**config.mk**
```make
export PLATFORM = sky130hd
export DESIGN_NAME = adder_link_initiator
export DESIGN_NICKNAME = d
export VERILOG_FILES = /design/src/rtl/adder_link_initiator.sv
export SDC_FILE = /design/constraint.sdc
export NUM_CORES = 1
export LEC_CHECK = 0
export ABC_AREA = 1
export BUFFER_PORTS_ARGS = -buffer_cell sky130_fd_sc_hd__buf_2
export CAP_MARGIN = 25
export CORE_ASPECT_RATIO = 1.25
export CORE_MARGIN = 2
export CORE_UTILIZATION = 40
export DETAILED_ROUTE_END_ITERATION = 16
export SLEW_MARGIN = 20
export SYNTH_ARGS = -nofsm -noshare
export SYNTH_HDL_FRONTEND = slang
export SYNTH_SLANG_ARGS = --single-unit
```
**constraint.sdc**
```tcl
create_clock -name clk -period 4.3 [get_ports clk]
set_clock_uncertainty 0.05 [all_clocks]
set_input_delay 0.215 -clock clk [delete_from_list [all_inputs] [get_ports clk]]
set_output_delay 0.215 -clock clk [all_outputs]
set_load 0.005 [all_outputs]
```
**src/rtl/adder_link_initiator.sv**
```systemverilog
// Host-side initiator for the two-operand adder link: sends A then B over the
// uart tx stream, waits for the one-byte sum, and checks it or times out.
module adder_link_initiator #(
   parameter int unsigned TIMEOUT_CYCLES = 1000000,
   parameter int unsigned CNT_W          = 24
) (
   input  logic       clk,
   input  logic       rst,
   input  logic [7:0] req_a,
   input  logic [7:0] req_b,
   input  logic       req_valid,
   output logic       req_ready,
   output logic [7:0] tx_tdata,
   output logic       tx_tvalid,
   input  logic       tx_tready,
   input  logic [7:0] rx_tdata,
   input  logic       rx_tvalid,
   output logic       rx_tready,
   output logic [7:0] rsp_data,
   output logic       rsp_valid,
   output logic       rsp_error,
   output logic       rsp_timeout,
   output logic [7:0] stray_cnt,
   output logic       busy
);

   typedef enum logic [1:0] {IDLE, SEND_A, SEND_B, WAIT_RSP} state_e;

   localparam logic [CNT_W-1:0] TMO_LAST = CNT_W'(TIMEOUT_CYCLES - 1);
   localparam logic [CNT_W-1:0] CNT_ONE  = CNT_W'(1);

   state_e           state_q, state_d;
   logic [7:0]       b_q, b_d;
   logic [7:0]       exp_q, exp_d;
   logic [CNT_W-1:0] timer_q, timer_d;
   logic [7:0]       tx_data_q, tx_data_d;
   logic             tx_valid_q, tx_valid_d;
   logic [7:0]       rsp_data_q, rsp_data_d;
   logic             rsp_valid_q, rsp_valid_d;
   logic             rsp_error_q, rsp_error_d;
   logic             rsp_tmo_q, rsp_tmo_d;
   logic [7:0]       stray_q, stray_d;
   logic             busy_q, busy_d;

   always_comb begin
      state_d     = state_q;
      b_d         = b_q;
      exp_d       = exp_q;
      timer_d     = timer_q;
      tx_data_d   = tx_data_q;
      tx_valid_d  = tx_valid_q;
      rsp_data_d  = rsp_data_q;
      rsp_valid_d = 1'b0;
      rsp_error_d = 1'b0;
      rsp_tmo_d   = 1'b0;
      stray_d     = stray_q;

      // Only WAIT_RSP consumes rx bytes; anything else is counted and dropped.
      if (rx_tvalid && state_q != WAIT_RSP && stray_q != 8'hFF)
         stray_d = stray_q + 8'd1;

      case (state_q)
         IDLE: begin
            if (req_valid) begin
               b_d        = req_b;
               exp_d      = req_a + req_b;
               tx_data_d  = req_a;
               tx_valid_d = 1'b1;
               state_d    = SEND_A;
            end
         end
         SEND_A: begin
            if (tx_tready) begin
               tx_data_d = b_q;
               state_d   = SEND_B;
            end
         end
         SEND_B: begin
            if (tx_tready) begin
               tx_valid_d = 1'b0;
               timer_d    = '0;
               state_d    = WAIT_RSP;
            end
         end
         WAIT_RSP: begin
            timer_d = timer_q + CNT_ONE;
            // A response in the final timer cycle still wins over the timeout.
            if (rx_tvalid) begin
               rsp_data_d  = rx_tdata;
               rsp_valid_d = 1'b1;
               rsp_error_d = (rx_tdata != exp_q);
               state_d     = IDLE;
            end else if (timer_q == TMO_LAST) begin
               rsp_tmo_d = 1'b1;
               state_d   = IDLE;
            end
         end
         default: state_d = IDLE;
      endcase

      busy_d = (state_d != IDLE);
   end

   always_ff @(posedge clk or negedge rst) begin
      if (!rst) begin
         state_q     <= IDLE;
         b_q         <= '0;
         exp_q       <= '0;
         timer_q     <= '0;
         tx_data_q   <= '0;
         tx_valid_q  <= 1'b0;
         rsp_data_q  <= '0;
         rsp_valid_q <= 1'b0;
         rsp_error_q <= 1'b0;
         rsp_tmo_q   <= 1'b0;
         stray_q     <= '0;
         busy_q      <= 1'b0;
      end else begin
         state_q     <= state_d;
         b_q         <= b_d;
         exp_q       <= exp_d;
         timer_q     <= timer_d;
         tx_data_q   <= tx_data_d;
         tx_valid_q  <= tx_valid_d;
         rsp_data_q  <= rsp_data_d;
         rsp_valid_q <= rsp_valid_d;
         rsp_error_q <= rsp_error_d;
         rsp_tmo_q   <= rsp_tmo_d;
         stray_q     <= stray_d;
         busy_q      <= busy_d;
      end
   end

   assign req_ready   = (state_q == IDLE);
   assign rx_tready   = 1'b1;
   assign tx_tdata    = tx_data_q;
   assign tx_tvalid   = tx_valid_q;
   assign rsp_data    = rsp_data_q;
   assign rsp_valid   = rsp_valid_q;
   assign rsp_error   = rsp_error_q;
   assign rsp_timeout = rsp_tmo_q;
   assign stray_cnt   = stray_q;
   assign busy        = busy_q;

endmodule

```
==> impl_summary.log, run 1 <==
INFO  metric status = completed
INFO  metric final.setup.worst_slack = 2.238 ns
INFO  metric clk_transition_reported_paths = about 0.050 ns
INFO  metric max_slew_margin = about 60%
INFO  metric cap_violations = 0
INFO  metric cts_max_level = 3
INFO  metric grtUsageTotal = 18.81%
INFO  metric setup_violations = 0
INFO  metric pre_cts_ws = 2.307 ns
INFO  metric rows = 41
INFO  metric dieWidth = between 90 and 100 um
INFO  metric detailedPlacementHpwl = 7409 um
INFO  metric internal-power = between 1.5 and 2 mW
INFO  metric clock_sink_count = 71
INFO  metric final_net_count = roughly 650
INFO  metric final.setup.tns = 0 ns
INFO  metric post-place-cells = 726
INFO  metric cts-root-to-sink-buffers = 2
INFO  metric part_of_the_power_in_the_clock_network = 27.6%
INFO  metric commonest_register_cell_after_synthesis = dfrtp_1
INFO  metric final_antenna_net_count = 0
INFO  metric final_min_period_over_clock_period = 47.95%
INFO  metric critical_path_arrival = 2.23 ns
INFO  metric synthesis.yosys.warnings = 0
INFO  metric period_minus_slack = about 2.1 ns
INFO  metric drt_first_pass_iters = 6
INFO  metric p_sw_share = between 30% and 40%
INFO  metric setup.worst_path.class = flop to flop
INFO  metric p_sw = approximately 1.1 mW
INFO  metric routedWlPerCell = around 13 um
INFO  metric grt_pass1_wl = 16,390 um
INFO  metric finalWeightedCongestion = 0.9508
INFO  metric postCtsSetupBuffers = 0
INFO  metric synthArstFlopShare = 100.0%
INFO  metric cts_tree = yes
INFO  metric cts.root.buffer_cell = clkbuf_16
INFO  metric static-leakage-power = 2.381 nW
INFO  metric n_antenna_cell = 0
INFO  metric port_buffers = 58
INFO  metric seqPwrFrac = between 40% and 50%
INFO  metric antenna_violations_before_repair = 0
INFO  metric cp_max_fo = 18
INFO  metric crit_required = roughly 4.5 ns
INFO  metric worst_slew_pin_slew = 0.6048 ns
INFO  metric hold_path.class = input port to flop
INFO  metric grt_setup_unrepaired = no
INFO  metric worst_setup_path_start_kind = flop
INFO  metric worstSkewPairLatency = 0.33 ns
INFO  metric post-route-drc-count = 0
INFO  metric cts_made_buffers = 9
INFO  metric grt_overflow_total = 0
INFO  metric post_layout_nonfiller_instances = 743
INFO  metric power_density = 614.9 nW/um2
INFO  metric synthCells = approximately 550
INFO  metric dieArea = about 11,000 um2
INFO  metric synth-edff-count = 0
INFO  metric area_growth = 17.40%
INFO  metric layout-drive-gt1-share = 15.96%
INFO  metric via_per_inst = 4.915
INFO  metric worst_ir_drop_vdd = 0.3009 mV
INFO  metric start_util = 40.63%
INFO  metric final-hold-violation-count = 0
INFO  metric ys_types = 38
INFO  metric drt_first_iter_violations = 252
INFO  metric boundary_pins = 60
INFO  metric grt_max_degree = 47
INFO  metric mappedNetlistNets = 588
INFO  metric maxClockFrequency = 485.0 MHz
INFO  metric fp.coreArea = 10,000 um2
INFO  metric post_synth.cell_area_avg = 7.402 um2
INFO  metric routed_wirelength = 9745 um
INFO  metric seq_area_frac_synth = between 40% and 50%
INFO  metric route.vias.total = 3,652
INFO  metric cell_area_after_synthesis = 4064 um2
INFO  metric fp.dieH = 116.7 um
INFO  metric power.combinational.fraction = 31.6%
INFO  metric final_design_area_no_fill = ~4800 um2
INFO  metric category_of_the_worst_setup_path_capture_point = flop
INFO  metric final_core_util = 47.69%
INFO  metric timing_max_transition_violations_final = 0
INFO  metric grt_pass1_vias = roughly 3,600
INFO  metric synth.ff_latch_count = 71
INFO  metric placement.cell_area = 4437 um2
==> layout by cell type (no fill, tap or decap), types with 2 or more instances in the layout <==
cell type,instances
clkinv_1,2
bufinv_16,2
nand3_1,49
clkbuf_16,9
inv_1,50
nor2_1,57
buf_2,58
nand2_1,198
nand3_2,3
nor2_4,3
xor2_1,9
inv_2,5
xnor2_1,5
nand4_1,10
nor3_1,6
a21oi_1,3
ha_1,9
o21ai_0,25
a31oi_1,8
o21ai_1,3
nand2_2,7
dfrtp_1,71
==> Yosys cell counts (all sizes together) (2+ instances only) <==
cell | number | area share (%)
buf | 10 | 1.8
nand3 | 52 | 6.8
xor2 | 9 | 1.9
clkinv | 2 | 0.18
dfrtp | 71 | 44
ha | 9 | 2.8
nand4 | 10 | 1.5
o21ai | 28 | 3.4
a31oi | 8 | 1.2
nand2 | 206 | 20
a21oi | 4 | 0.77
xnor2 | 5 | 1.1
nor2 | 61 | 6.3
nor3 | 8 | 1.4
inv | 55 | 5.1
==> logic make-up after synthesis <==
| family | synth area share, % |
|---|---|
| AO/OA/AOI/OAI | 6.189 |
| XOR/XNOR | 3.017 |
| adder cells (fa/ha/maj) | 3.264 |
| buffers and inverters | 7.389 |
| flip-flops | 43.72 |
| multiplexers | 0.2463 |
| other | 0.09228 |
| AND/OR/NAND/NOR | 36.08 |
==> routing by layer <==
metal / vias up / GRT usage [%] / part of all wire (%)
met5: - / 0 / 0
met4: 0 / 7.536 / 1.7
met3: 14 / 3.935 / 4.5
met2: 82 / 33.57 / 52
met1: 1688 / 22.00 / 42
li1: 1868 / - / -
==> sequential cells by signal, indices dropped and copies added, names as in the netlist <==
signal	count
stray_cnt	8
rsp_timeout	1
timer_q	24
exp_q	8
b_q	8
state_q	2
busy	1
rsp_data	8
rsp_error	1
tx_tvalid	1
tx_tdata	8
rsp_valid	1
==> area by class of cell <==
type,instances,area [um2]
Clock inverter,5,81.33
Sequential cell,71,1777
Inverter,57,214.0
Fill cell,1034,5233
Tap cell,129,161.4
Timing Repair Buffer,60,307.8
Clock buffer,11,242.7
Multi-Input combinational cell,410,1987
==> final timing paths <==
path / start / endpoint / slack [ns] / depth (start not counted)
max in group asynchronous: rst / b_q[6] / 2.79 / 3
setup reg to reg: state_q[0] / timer_q[11] / 2.24 / 6
min in group asynchronous: rst / timer_q[22] / 0.38 / 2
hold reg to reg: rsp_data[2] / rsp_data[2] / 0.42 / 2
setup / recovery: state_q[0] / timer_q[11] / 2.24 / 6
hold / removal: req_b[5] / b_q[5] / 0.05 / 3
==> power by group through the flow <==
stage                     logic, mW  registers (mW)  clock network (mW)
final                         0.926            1.20               0.809
after global routing           1.08            1.24               0.855
after CTS                     0.942            1.20               0.821
after detailed placement      0.938            1.21                   0
after global placement        0.917            1.20                   0
after floorplan               0.689            1.15                   0
==> per-stage QoR <==
stage	hold slack, ns	power (mW)
3_5_place_dp	0.2122	2.146
2_1_floorplan	-0.1306	1.835
4_1_cts	0.04771	2.962
6_report	0.05164	2.934
3_3_place_gp	0.2144	2.117
5_1_grt	0.06008	3.175
==> timing repair <==
item | 4_1_cts | 5_1_grt
hold buffers | 1 | 0
gates resized for setup | 0 | 0
hold endpoints to repair | 25 | 0
==> critical path: stages, from the launching register on <==
cell	delay, ns
dfrtp_1	0.53
nand2_2	0.30
clkinv_1	0.53
nand3_1	0.30
o21ai_0	0.11
o21ai_1	0.09
inv_1	0.05
No activity file was read; power rests on OpenSTA's default activity.
==> run 2, diff against run 1 <==
- ABC_AREA: 1 -> 0
- clock period: 4.3 -> 2 ns (I/O delays scaled with it)
==> impl_summary.log, run 2 <==
INFO  metric cp_max_fo = 2
INFO  metric boundary_pins = 60
INFO  metric top_register_by_number_of_flip_flops = timer_q
INFO  metric via_per_inst = 5.095
INFO  metric cts-root-to-sink-buffers = 2
INFO  metric placement.cell_area = 4030 um2
INFO  metric synthesis.yosys.warnings = 0
INFO  metric cap_violations = 0
INFO  metric finalWeightedCongestion = 0.8791
INFO  metric critical_path_arrival = 2.10 ns
INFO  metric max_slew_margin = 62.92%
INFO  metric area_growth = 22.13%
INFO  metric grt_pass1_vias = 2,794
INFO  metric routed_wirelength = 8073 um
INFO  metric route.vias.total = approximately 2,700
INFO  metric p_sw = 1.729 mW
INFO  metric timing_max_transition_violations_final = 0
INFO  metric detailedPlacementHpwl = 6000 um
INFO  metric reg2reg_slack = 0.20 ns
INFO  metric final.setup.tns = 0 ns
INFO  metric setup_violations = 0
INFO  metric setup.worst_path.class = input port to flop
INFO  metric period_minus_slack = 1.896 ns
INFO  metric final_net_count = around 450
INFO  metric post-route-drc-count = 0
INFO  metric static-leakage-power = 2.003 nW
INFO  metric grt_max_degree = 36
INFO  metric synthCells = 334
INFO  metric cts_made_buffers = 9
INFO  metric power.combinational.fraction = 32.3%
INFO  metric synth.ff_latch_count = 71
INFO  metric grt_overflow_total = 0
INFO  metric ys_types = 52
INFO  metric final_design_area_no_fill = approximately 4400 um2
INFO  metric n_antenna_cell = 0
INFO  metric seqPwrFrac = approximately 46%
INFO  metric largest_register_ffs = 24
INFO  metric layout-drive-gt1-share = 28.30%
INFO  metric clk_transition_reported_paths = 0.08 ns
INFO  metric routedWlPerCell = 15.03 um
INFO  metric dieArea = 9769 um2
INFO  metric critical-path-max-stage-delay = 0.53 ns
INFO  metric commonest_register_cell_after_synthesis = dfrtp_1
INFO  metric cts_max_level = 3
INFO  metric synth_most_common_cell = dfrtp_1
INFO  metric worst_ir_drop_vdd = between 0.5 and 0.6 mV
INFO  metric worstSkewPairLatency = 0.35 ns
INFO  metric p_sw_share = 34.44%
INFO  metric fp.coreArea = 8701 um2
INFO  metric drt_first_pass_iters = 5
INFO  metric worstPathCellList = dlygate4sd3_1 -> buf_2 -> ha_1 -> inv_1 -> fa_1 -> nor2b_1 -> o31a_1 -> o21a_1 -> o21a_1 -> o31ai_2
INFO  metric grt_pass1_wl = 13,300 um
INFO  metric rows = 38
INFO  metric grt_setup_unrepaired = no
INFO  metric internal-power = 3.293 mW
INFO  metric synth.area.top_cells = dfrtp_1, mux2_2, nand2_1
INFO  metric timing.critical_path.mode_cell = o21a_1
INFO  metric synth-edff-count = 0
INFO  metric cell_area_after_synthesis = ~3600 um2
INFO  metric hold_path.class = input port to flop
INFO  metric power_density = ~1100 nW/um2
INFO  metric most-common-layout-cells = dfrtp_1, buf_2, nand2_1
INFO  metric postCtsSetupBuffers = 0
INFO  metric status = completed
INFO  metric start_util = roughly two fifths
INFO  metric final_antenna_net_count = 0
INFO  metric cts_tree = yes
INFO  metric yosys.area.top_type = dfrtp_1
INFO  metric part_of_the_power_in_the_clock_network = 22.2%
INFO  metric layout_commonest_cell = dfrtp_1
INFO  metric post_synth.cell_area_avg = 10.77 um2
INFO  metric seq_area_frac_synth = 49.41%
INFO  metric mappedNetlistNets = 373
INFO  metric fp.dieH = 110.0 um
INFO  metric clock_sink_count = between 70 and 80
INFO  metric drt_first_iter_violations = between 100 and 150
INFO  metric top_cells_by_count_synth = dfrtp_1, nand2_1, o21ai_0
INFO  metric dieWidth = 88.81 um
INFO  metric synthArstFlopShare = 100.0%
INFO  metric category_of_the_worst_setup_path_capture_point = flop
INFO  metric antenna_violations_before_repair = 0
INFO  metric cp_top_family = compound AO/OA/AOI/OAI gates
INFO  metric cp.buffers_inverters = 3
INFO  metric cp_slowest_cell = dlygate4sd3_1
INFO  metric port_buffers = 58
INFO  metric cts.root.buffer_cell = clkbuf_8
INFO  metric grtUsageTotal = roughly 18%
INFO  metric worst_slew_pin_slew = 0.5503 ns
INFO  metric final-hold-violation-count = 0
INFO  metric maxClockFrequency = approximately 530 MHz
INFO  metric synth_top_area_share = 49.41%
INFO  metric crit_required = between 2 and 2.5 ns
INFO  metric final_min_period_over_clock_period = 94.79%
INFO  metric worst_setup_path_start_kind = input port
run 2: cell types whose count changed after synthesis, moves of 6 or more:
cell / before / now
mux2i_1: 1 / 15
a21oi_1: 3 / 9
mux2_2: 0 / 17
nand2_1: 198 / 47
inv_1: 50 / 6
nor2_1: 57 / 9
o211ai_1: 0 / 7
nand3_1: 49 / 13
o31ai_1: 0 / 7
run 2: what timing repair did:
action | CTS | global route
gates resized for setup | 0 | 1
endpoints found under the hold margin | 33 | 0
hold buffers | 17 | 0
endpoints found under the setup margin | 0 | 1
run 2: kinds of logic after synthesis:
group | after synthesis | synth area share, %
and+or+nand+nor | 115 | 18.02
other | 1 | 0.1043
DFF | 71 | 49.41
xor gates and xnor gates | 20 | 4.871
adders and majority gates | 10 | 3.688
AOI/OAI and AO/OA | 64 | 11.59
muxes | 32 | 9.499
buffers and inverters | 21 | 2.818
run 2: area by class of cell:
cell class,instances,area (um2)
Timing Repair Buffer,83,533.0
Fill cell,810,4309
Clock buffer,9,123.9
Clock inverter,6,62.56
Tap cell,120,150.1
Inverter,6,22.52
Sequential cell,71,1777
Multi-Input combinational cell,242,1723
run 2: final timing paths:
path                        startpoint          end  depth (start not counted)
max                           req_b[0]     exp_q[6]                         10
min reg2reg                tx_tdata[1]  tx_tdata[1]                          2
min                           req_a[6]  tx_tdata[6]                          3
min in group asynchronous          rst  timer_q[20]                          2
max in group asynchronous          rst    rsp_valid                          3
max reg2reg                 state_q[0]  rsp_data[7]                          4
run 2: tightest hold or removal path, delay by kind of cell:
| family | cells | cell delay [ns] |
|---|---|---|
| mux | 1 | 0.07 |
| compound gates | 1 | 0.12 |
| buf+inv | 1 | 0.10 |
run 2: power by group through the flow:
stage	sequential (mW)	clock, mW	combinational (mW)
2_1_floorplan	2.22	0	1.08
3_3_place_gp	2.29	0	1.58
3_5_place_dp	2.31	0	1.62
4_1_cts	2.29	1.15	1.65
5_1_grt	2.36	1.20	1.84
6_report	2.28	1.12	1.62
run 2: layer usage:
| metal | wire length, um | vias to the layer above | GRT usage [%] |
|---|---|---|---|
| met5 | 0 | - | 0 |
| met4 | 109 | 0 | 5.952 |
| met3 | 267 | 10 | 4.170 |
| met2 | 4213 | 49 | 30.81 |
| met1 | 3482 | 1320 | 21.52 |
| li1 | - | 1357 | - |
run 2: metrics by stage:
step | instances | total power [mW] | util [%] | setup WS (ns) | hold slack, ns
floorplan | 334 | 3.292 | - | 0.3836 | -0.2456
global placement | 505 | 3.871 | 46.32 | 0.2519 | 0.03472
detailed placement | 505 | 3.933 | 46.32 | 0.1990 | 0.03972
CTS | 537 | 5.086 | 50.42 | 0.08735 | 0.01795
global route | 537 | 5.398 | 50.47 | 0.03908 | 0.03434
finish | 537 | 5.022 | 50.47 | 0.1042 | 0.03003
